`src/rtl/inst_fetch_pkg.sv`:
```
// inst_fetch_pkg: shared fetch FSM states, reset address and opcode constants
package inst_fetch_pkg;
  typedef enum logic [1:0] {FETCH, WAIT, DROP} state_t;
  localparam logic [31:0] RESET_PC_DEFAULT = 32'h0000_0000;
  localparam logic [5:0] OP_RTYPE = 6'b000000;
  localparam logic [5:0] OP_LW    = 6'b100011;
  localparam logic [5:0] OP_SW    = 6'b101011;
  localparam logic [5:0] OP_BEQ   = 6'b000100;
  localparam logic [5:0] OP_ADDI  = 6'b001000;
  localparam logic [5:0] OP_J     = 6'b000010;
endpackage

```
`src/rtl/inst_fetch_buf.sv`:
```
// inst_buf: single-entry valid/ready instruction register (load, flush, hold); ports clk, rst, load/flush/ready controls, din/din_pc in, valid/data/pc out
module inst_buf (
  input  logic        clk,
  input  logic        rst,
  input  logic        load,
  input  logic        flush,
  input  logic        ready,
  input  logic [31:0] din,
  input  logic [31:0] din_pc,
  output logic        valid,
  output logic [31:0] data,
  output logic [31:0] pc
);
  always_ff @(posedge clk) begin
    if (rst) begin
      valid <= 1'b0;
      data  <= '0;
      pc    <= '0;
    end else if (flush) begin
      valid <= 1'b0;
    end else if (load) begin
      valid <= 1'b1;
      data  <= din;
      pc    <= din_pc;
    end else if (ready) begin
      valid <= 1'b0;
    end
  end
endmodule

```
`src/rtl/inst_fetch.sv`:
```
// inst_fetch: single-outstanding instruction fetch FSM with redirect; ports clk/rst, imem req/addr/rvalid/rdata, redir valid/pc, inst_valid/inst/inst_pc/op out, dec_ready in
module inst_fetch
  import inst_fetch_pkg::*;
#(
  parameter logic [31:0] RESET_PC = RESET_PC_DEFAULT
) (
  input  logic        clk,
  input  logic        rst,
  output logic        imem_req,
  output logic [31:0] imem_addr,
  input  logic        imem_rvalid,
  input  logic [31:0] imem_rdata,
  input  logic        redir_valid,
  input  logic [31:0] redir_pc,
  output logic        inst_valid,
  output logic [31:0] inst,
  output logic [31:0] inst_pc,
  output logic [5:0]  op,
  input  logic        dec_ready
);
  state_t state, state_n;
  logic [31:0] pc, req_pc;
  logic free, load;
  assign free = !inst_valid || dec_ready;
  assign imem_addr = pc;
  assign op = inst[31:26];
  always_comb begin
    state_n  = state;
    imem_req = 1'b0;
    load     = 1'b0;
    case (state)
      FETCH: if (!redir_valid && free) begin
        imem_req = 1'b1;
        state_n  = WAIT;
      end
      WAIT: if (redir_valid) state_n = imem_rvalid ? FETCH : DROP;
      else if (imem_rvalid) begin
        load    = 1'b1;
        state_n = FETCH;
      end
      // a response landing with a redirect still ends the outstanding request
      DROP: state_n = imem_rvalid ? FETCH : DROP;
      default: state_n = FETCH;
    endcase
    if (rst) begin
      imem_req = 1'b0;
      load     = 1'b0;
    end
  end
  always_ff @(posedge clk) begin
    if (rst) begin
      state  <= FETCH;
      pc     <= RESET_PC & ~32'h3;
      req_pc <= '0;
    end else begin
      state <= state_n;
      if (redir_valid) pc <= redir_pc & ~32'h3;
      else if (imem_req) begin
        req_pc <= pc;
        pc     <= pc + 32'd4;
      end
    end
  end
  inst_buf u_buf (
    .clk    (clk),
    .rst    (rst),
    .load   (load),
    .flush  (redir_valid),
    .ready  (dec_ready),
    .din    (imem_rdata),
    .din_pc (req_pc),
    .valid  (inst_valid),
    .data   (inst),
    .pc     (inst_pc)
  );
endmodule

```
`config.mk`:
```
export PLATFORM = sky130hd
export DESIGN_NAME = inst_fetch
export DESIGN_NICKNAME = d
export VERILOG_FILES = /design/src/rtl/inst_fetch_pkg.sv /design/src/rtl/inst_fetch_buf.sv /design/src/rtl/inst_fetch.sv
export SDC_FILE = /design/constraint.sdc
export NUM_CORES = 1
export LEC_CHECK = 0
export BUFFER_PORTS_ARGS = -buffer_cell sky130_fd_sc_hd__buf_2
export CAP_MARGIN = 20
export CORE_MARGIN = 4
export CORE_UTILIZATION = 48
export DETAILED_ROUTE_END_ITERATION = 8
export GPL_TIMING_DRIVEN = 0
export PLACE_DENSITY = 0.8
export SYNTH_ARGS = -nofsm -noshare
export SYNTH_HDL_FRONTEND = slang
export SYNTH_HIERARCHICAL = 1
export SYNTH_SLANG_ARGS = --single-unit
```
`constraint.sdc`:
```
create_clock -name clk -period 1.75 [get_ports clk]
set_input_delay 0.35 -clock clk [delete_from_list [all_inputs] [get_ports clk]]
set_output_delay 0.35 -clock clk [all_outputs]
set_load 0.05 [all_outputs]
```
======== Word level (Yosys, flattened, before mapping) ========
Cells that the tools add are included.
word-level totals
  register bits after elaboration ......... 131
  input bits .............................. 69
  output and inout bits ................... 104
  word-level logic and storage cells ...... 40
cells by class
  $add $sub $neg .......................... 1
  equality and inequality tests ........... 4
  multiplexer cells ....................... 16
  bitwise operators ....................... 1
  reductions and logical operators ........ 11
operators by type and width
  cell                                                                    count
  32-bit two-way mux                                                      2
  32-bit by 3-bit adder with 32-bit output (second input constant)        1
  1-bit two-way mux                                                       9
  2-bit two-way mux                                                       4
  2-bit case mux with 3 select lines                                      1
  2-bit AND reduction                                                     3
  2-bit nonzero test                                                      2
  3-bit inequality test (second input constant)                           1
  2-bit by 1-bit equality test with 1-bit output (second input constant)  1
  2-bit equality test (second input constant)                             1
  1-bit logical NOT                                                       2
  2-bit logical NOT                                                       1
  2-bit inequality test (second input constant)                           1
  2-bit OR reduction                                                      1
  1-bit logical AND                                                       1
  1-bit logical OR                                                        1
  1-bit inverter                                                          1

======== Longest topological paths before layout ========
  depth after elaboration ................. 8
  depth in mapped cells ................... 7
  depth with buffers taken out ............ 6

======== Cells and area by module ========
The synthesis kept the hierarchy.
by module, submodules not included
  module      instances  cells each  area an instance (µm²)  seq. area each (µm²)
  inst_buf    1          296         3268.1                  1301.2
  inst_fetch  1          375         3024.2                  1241.2

======== Worst setup path after synthesis ========
No wires, ideal clock.
  kind .................................... flip-flop to flip-flop
  start ................................... register pc[2], in the netlist imem_addr[2]
  end ..................................... register pc[30], in the netlist imem_addr[30]
  library setup time ...................... 0.129 ns
  arrival ................................. 2.092 ns
  data required time ...................... 1.621 ns
  setup slack ............................. -0.472 ns
  stages on the path, launching flop included .. 7
  buffers on the path ..................... 0
  period minus slack after synthesis ...... 2.222 ns
  cells stage by stage .................... dfxtp_1 -> ha_1 -> nand4_2 -> or3_4 -> nor4_1 -> xnor2_1 -> o22ai_1
on the way
  cells in the longest elaborated chain, start to end .. 3
ends and longest elaborated chain
  item                                      line              RTL
  start, declared                           inst_fetch.sv:22  logic [31:0] pc, req_pc;
  start signal, assigned                    inst_fetch.sv:53  pc <= RESET_PC & ~32'h3;
  start signal, assigned                    inst_fetch.sv:57  if (redir_valid) pc <= redir_pc & ~32'h3;
  start signal, assigned                    inst_fetch.sv:60  pc <= pc + 32'd4;
  32-bit by 3-bit adder with 32-bit output  inst_fetch.sv:60
  32-bit two-way mux                        inst_fetch.sv:58  else if (imem_req) begin
  32-bit two-way mux                        inst_fetch.sv:57
Every way passes these cells. The select of a mux whose other input is x is not followed.
A chain may end at the register's enable or synchronous reset.

======== Worst setup path in the final report ========
  start ................................... register state[1]
  end ..................................... register pc[31], in the netlist imem_addr[31]
on the way
  cells in the longest elaborated chain, start to end .. 4
ends and longest elaborated chain
  item                                 line              RTL
  start, declared                      inst_fetch.sv:21  state_t state, state_n;
  start signal, assigned               inst_fetch.sv:56  state <= state_n;
  2-bit logical NOT                    inst_fetch.sv:31  case (state)
  1-bit two-way mux                    inst_fetch.sv:31
  1-bit two-way mux                    inst_fetch.sv:45  if (rst) begin
  2-bit nonzero test (no source line)  --
Every way passes these cells.

==> results.yml <==
routing:
  num_vias: 5580
  first_pass_iters: 5
  first_iter_violations: 411
  drc: 0
  vias_per_cell: 5.31
  postRouteWirelength_mm: 17.1
  wire_per_inst_um: 16.2
  ant_nets: 0
cells_and_area:
  design_area_mm2: 0.00825
  multiInputGateArea_mm2: 0.00347
  drive_gt1_share_pct: 42.0
  ff_latch_area_mm2: 0.00259
  fin_cells: 1050
  syn_to_final_growth_pct: 31.0
  n_fill_cell: 1082
  finalNetCount: 941
  diodes: 0
min_path:
  hold_depth: 2
  hp-class: "primary input to flip-flop"
  hold_end: "state[1]"
  min_from: "imem_rvalid"
sta:
  finalHoldViolCount: 0
  finalCritPeriodShare_pct: 112
  fin_skew_ns: 0.00684
  setup_ws_ns: -0.212
  fin_setup_tns_ns: -0.311
  fmax_ghz: 0.510
  slew_headroom_pct: 64.3
  drv_slew: 0
  whs_ns: 0.127
  setup_viol: 4
  rsz0062_at_grt: "true"
  fin_crit_ns: 1.96
  worstMarginPinSlew_ns: 0.521
synth:
  yosysUniqueCellTypes: 51
  synth_area_leaders: "dfxtp_1, nand4bb_1, o21ai_2, nand2b_1, nand2_1"
  async_flop_share_pct: 0
  synth_area_leader_cell: "dfxtp_1"
  ys.flop_type: "dfxtp_1"
  syn_area_mm2: 0.00629
  synth_common_cells: "dfxtp_1, nand2_1, nand2b_1"
  synth-seq-area-share_pct: 40.4
  syn_avg_cell_area_um2: 9.38
  ys_ff_latch: 127
  synth-edff-count: 0
  yosysWarnings: 6
  synth_top_area_share_pct: 40.4
  netlist_instances: 671
  yosysMostFrequentCell: "dfxtp_1"
setup_path:
  path_class: "flip-flop to flip-flop"
  cp.required_ns: 2.00
  slowest_delay_ns: 0.54
  r2r_end: "imem_addr[31]"
  regToRegStartpoint: "state[1]"
  worst-r2r-cell-count: 6
  critical_path.cell_chain: "nor4_4 > nand2_2 > clkinv_4 > buf_4 > nand4_1 > a2111oi_0"
  critPathCaptureType: "flip-flop"
  cp.arrival_ns: 2.21
  crit_fanout: 8
  cp-start-kind: "flip-flop"
  rrSetupSlack_ns: -0.21
  cp_slowest_cell: "a2111oi_0"
place:
  dpl_worst_slack_ns: -0.286
  placed_cells: 1013
  dpl_cell_area_mm2: 0.00744
  gp_congestion: 0.919
  dp_hpwl_mm: 12.2
  port_buffers: 167
floorplanning:
  io_pins: 173
  die_w_um: 122
  coreArea_mm2: 0.0127
  rows: 41
  die-area_mm2: 0.0150
  initial_core_util_pct: 49.5
  fp.dieH_um: 122
run:
  cap_violations: 0
cts:
  clk_pin_slew_worst_paths_ns: 0.05
  clk_latency_ns: 0.42
  cts-root-buf: "clkbuf_16"
  cts_made_buffers: 17
  cts_tree: "done"
  cts_max_path_buffers: 2
  htreeDepth: 4
  cts.sinks: 127
pwr:
  power_density_mw_per_mm2: 857
  leakage_uw: 0.00342
  peakVddDrop_mv: 0.594
global_route:
  grt_max_degree: 17
  globalRouteOverflowTotal: 0
  antenna_found_initial: 0
  grt_usage_pct: 22.3
  grt_pass1_wl_mm: 26.5
  grt_pass1_vias: 5246
outcome:
  violations: "setup timing"
  run_status: "complete, but fails checks"
[worst max path at each step]
stage | slack [ns] | start | cells past startpoint | endpoint
CTS | -0.04 | state[1] | 4 | imem_req
global placement | -0.27 | redir_valid | 6 | imem_addr[20]
detailed placement | -0.29 | redir_valid | 6 | imem_addr[20]
floorplan | -0.04 | imem_addr[2] | 6 | imem_addr[30]
global route | -0.22 | state[1] | 6 | imem_addr[31]
finish | -0.21 | state[1] | 6 | imem_addr[31]
[cells by family (layout without fill, tap and decap cells)]
kind of cell             after synthesis  after routing  synth area share, %
AO/OA/AOI/OAI                        134            134                 15.8
adder cells (fa/ha/maj)                1              1                0.199
flip-flops                           127            127                 40.4
buffers and inverters                 77            281                 7.66
AND/OR/NAND/NOR                      310            310                 32.9
other                                  1              4               0.0596
multiplexers                           1              1                0.179
XOR/XNOR                              20             20                 2.78
[flip-flops by register name, indices dropped and copies added (netlist names)]
| name | count |
|---|---|
| u_buf/valid | 1 |
| u_buf/data | 32 |
| u_buf/pc | 32 |
| imem_addr | 30 |
| req_pc | 30 |
| state | 2 |
[cell usage in the layout (no fill, tap or decap), types with 3 or more instances in the layout]
cell type	synthesis	routed
clkbuf_1	28	21
dfxtp_1	127	103
a21oi_1	31	31
clkbuf_2	1	5
nor4_4	2	9
dfxtp_2	0	16
buf_4	11	24
nor3b_1	4	3
buf_12	6	6
a31oi_1	4	4
nand4bb_1	64	64
buf_2	22	186
and3_1	9	8
nand2_1	76	74
and2_1	6	6
o21ai_2	60	60
a2111oi_0	6	5
conb_1	1	4
dfxtp_4	0	8
clkbuf_4	0	3
nand2b_1	65	65
clkbuf_16	0	17
xnor2_1	13	13
buf_6	2	3
nand3_1	8	7
nor2_1	30	29
nand4_1	13	13
and4_1	4	4
nor3_1	6	4
a211oi_1	19	19
o21ai_1	4	4
clkbuf_8	1	6
xor2_1	7	7
o22ai_1	3	3
inv_1	4	4
[power breakdown]
group	internal, uW	total, uW	leakage [uW]	switching (uW)
registers	2990	3110	0.00104	124
clock network	1940	3100	0.000256	1160
logic	324	859	0.00213	536
[critical path: cells and delay by family (launching register included)]
family                 cells  cell delay, ns
AO/OA/AOI/OAI              1            0.54
buffers and inverters      2            0.28
flip-flops                 1            0.36
AND/OR/NAND/NOR            3            0.63
[repair_timing]
action / CTS / global route
setup buffers: 5 / 9
setup endpoints to repair: 51 / 56
gates resized for setup: 18 / 33
gates cloned: 0 / 0
pin swaps: 8 / 13
hold buffers: 0 / 0
[per-stage QoR]
step           total power (uW)  utilization (%)
2_1_floorplan              3710                -
3_3_place_gp               3970             58.5
3_5_place_dp               3970             58.5
4_1_cts                    7080             63.3
5_1_grt                    7300             64.8
6_report                   7070             64.8
[final cells by class]
type,instances,area share (%)
buffer,68,5.74
multi-input combinational,470,42.1
inverter,6,0.334
clock buffer,24,6.08
timing repair buffer,181,11.6
sequential,127,31.4
clock inverter,2,0.121
tap,172,2.61
[routing by layer]
metal	global-route usage [%]	up-vias	share of wire, %
met4	9.45	0	2.1
met3	5.90	30	8.8
met5	0	-	0
li1	-	2787	-
met1	30.4	2512	45
met2	33.5	251	44
Note: power is estimated with default switching activity, not from simulation.
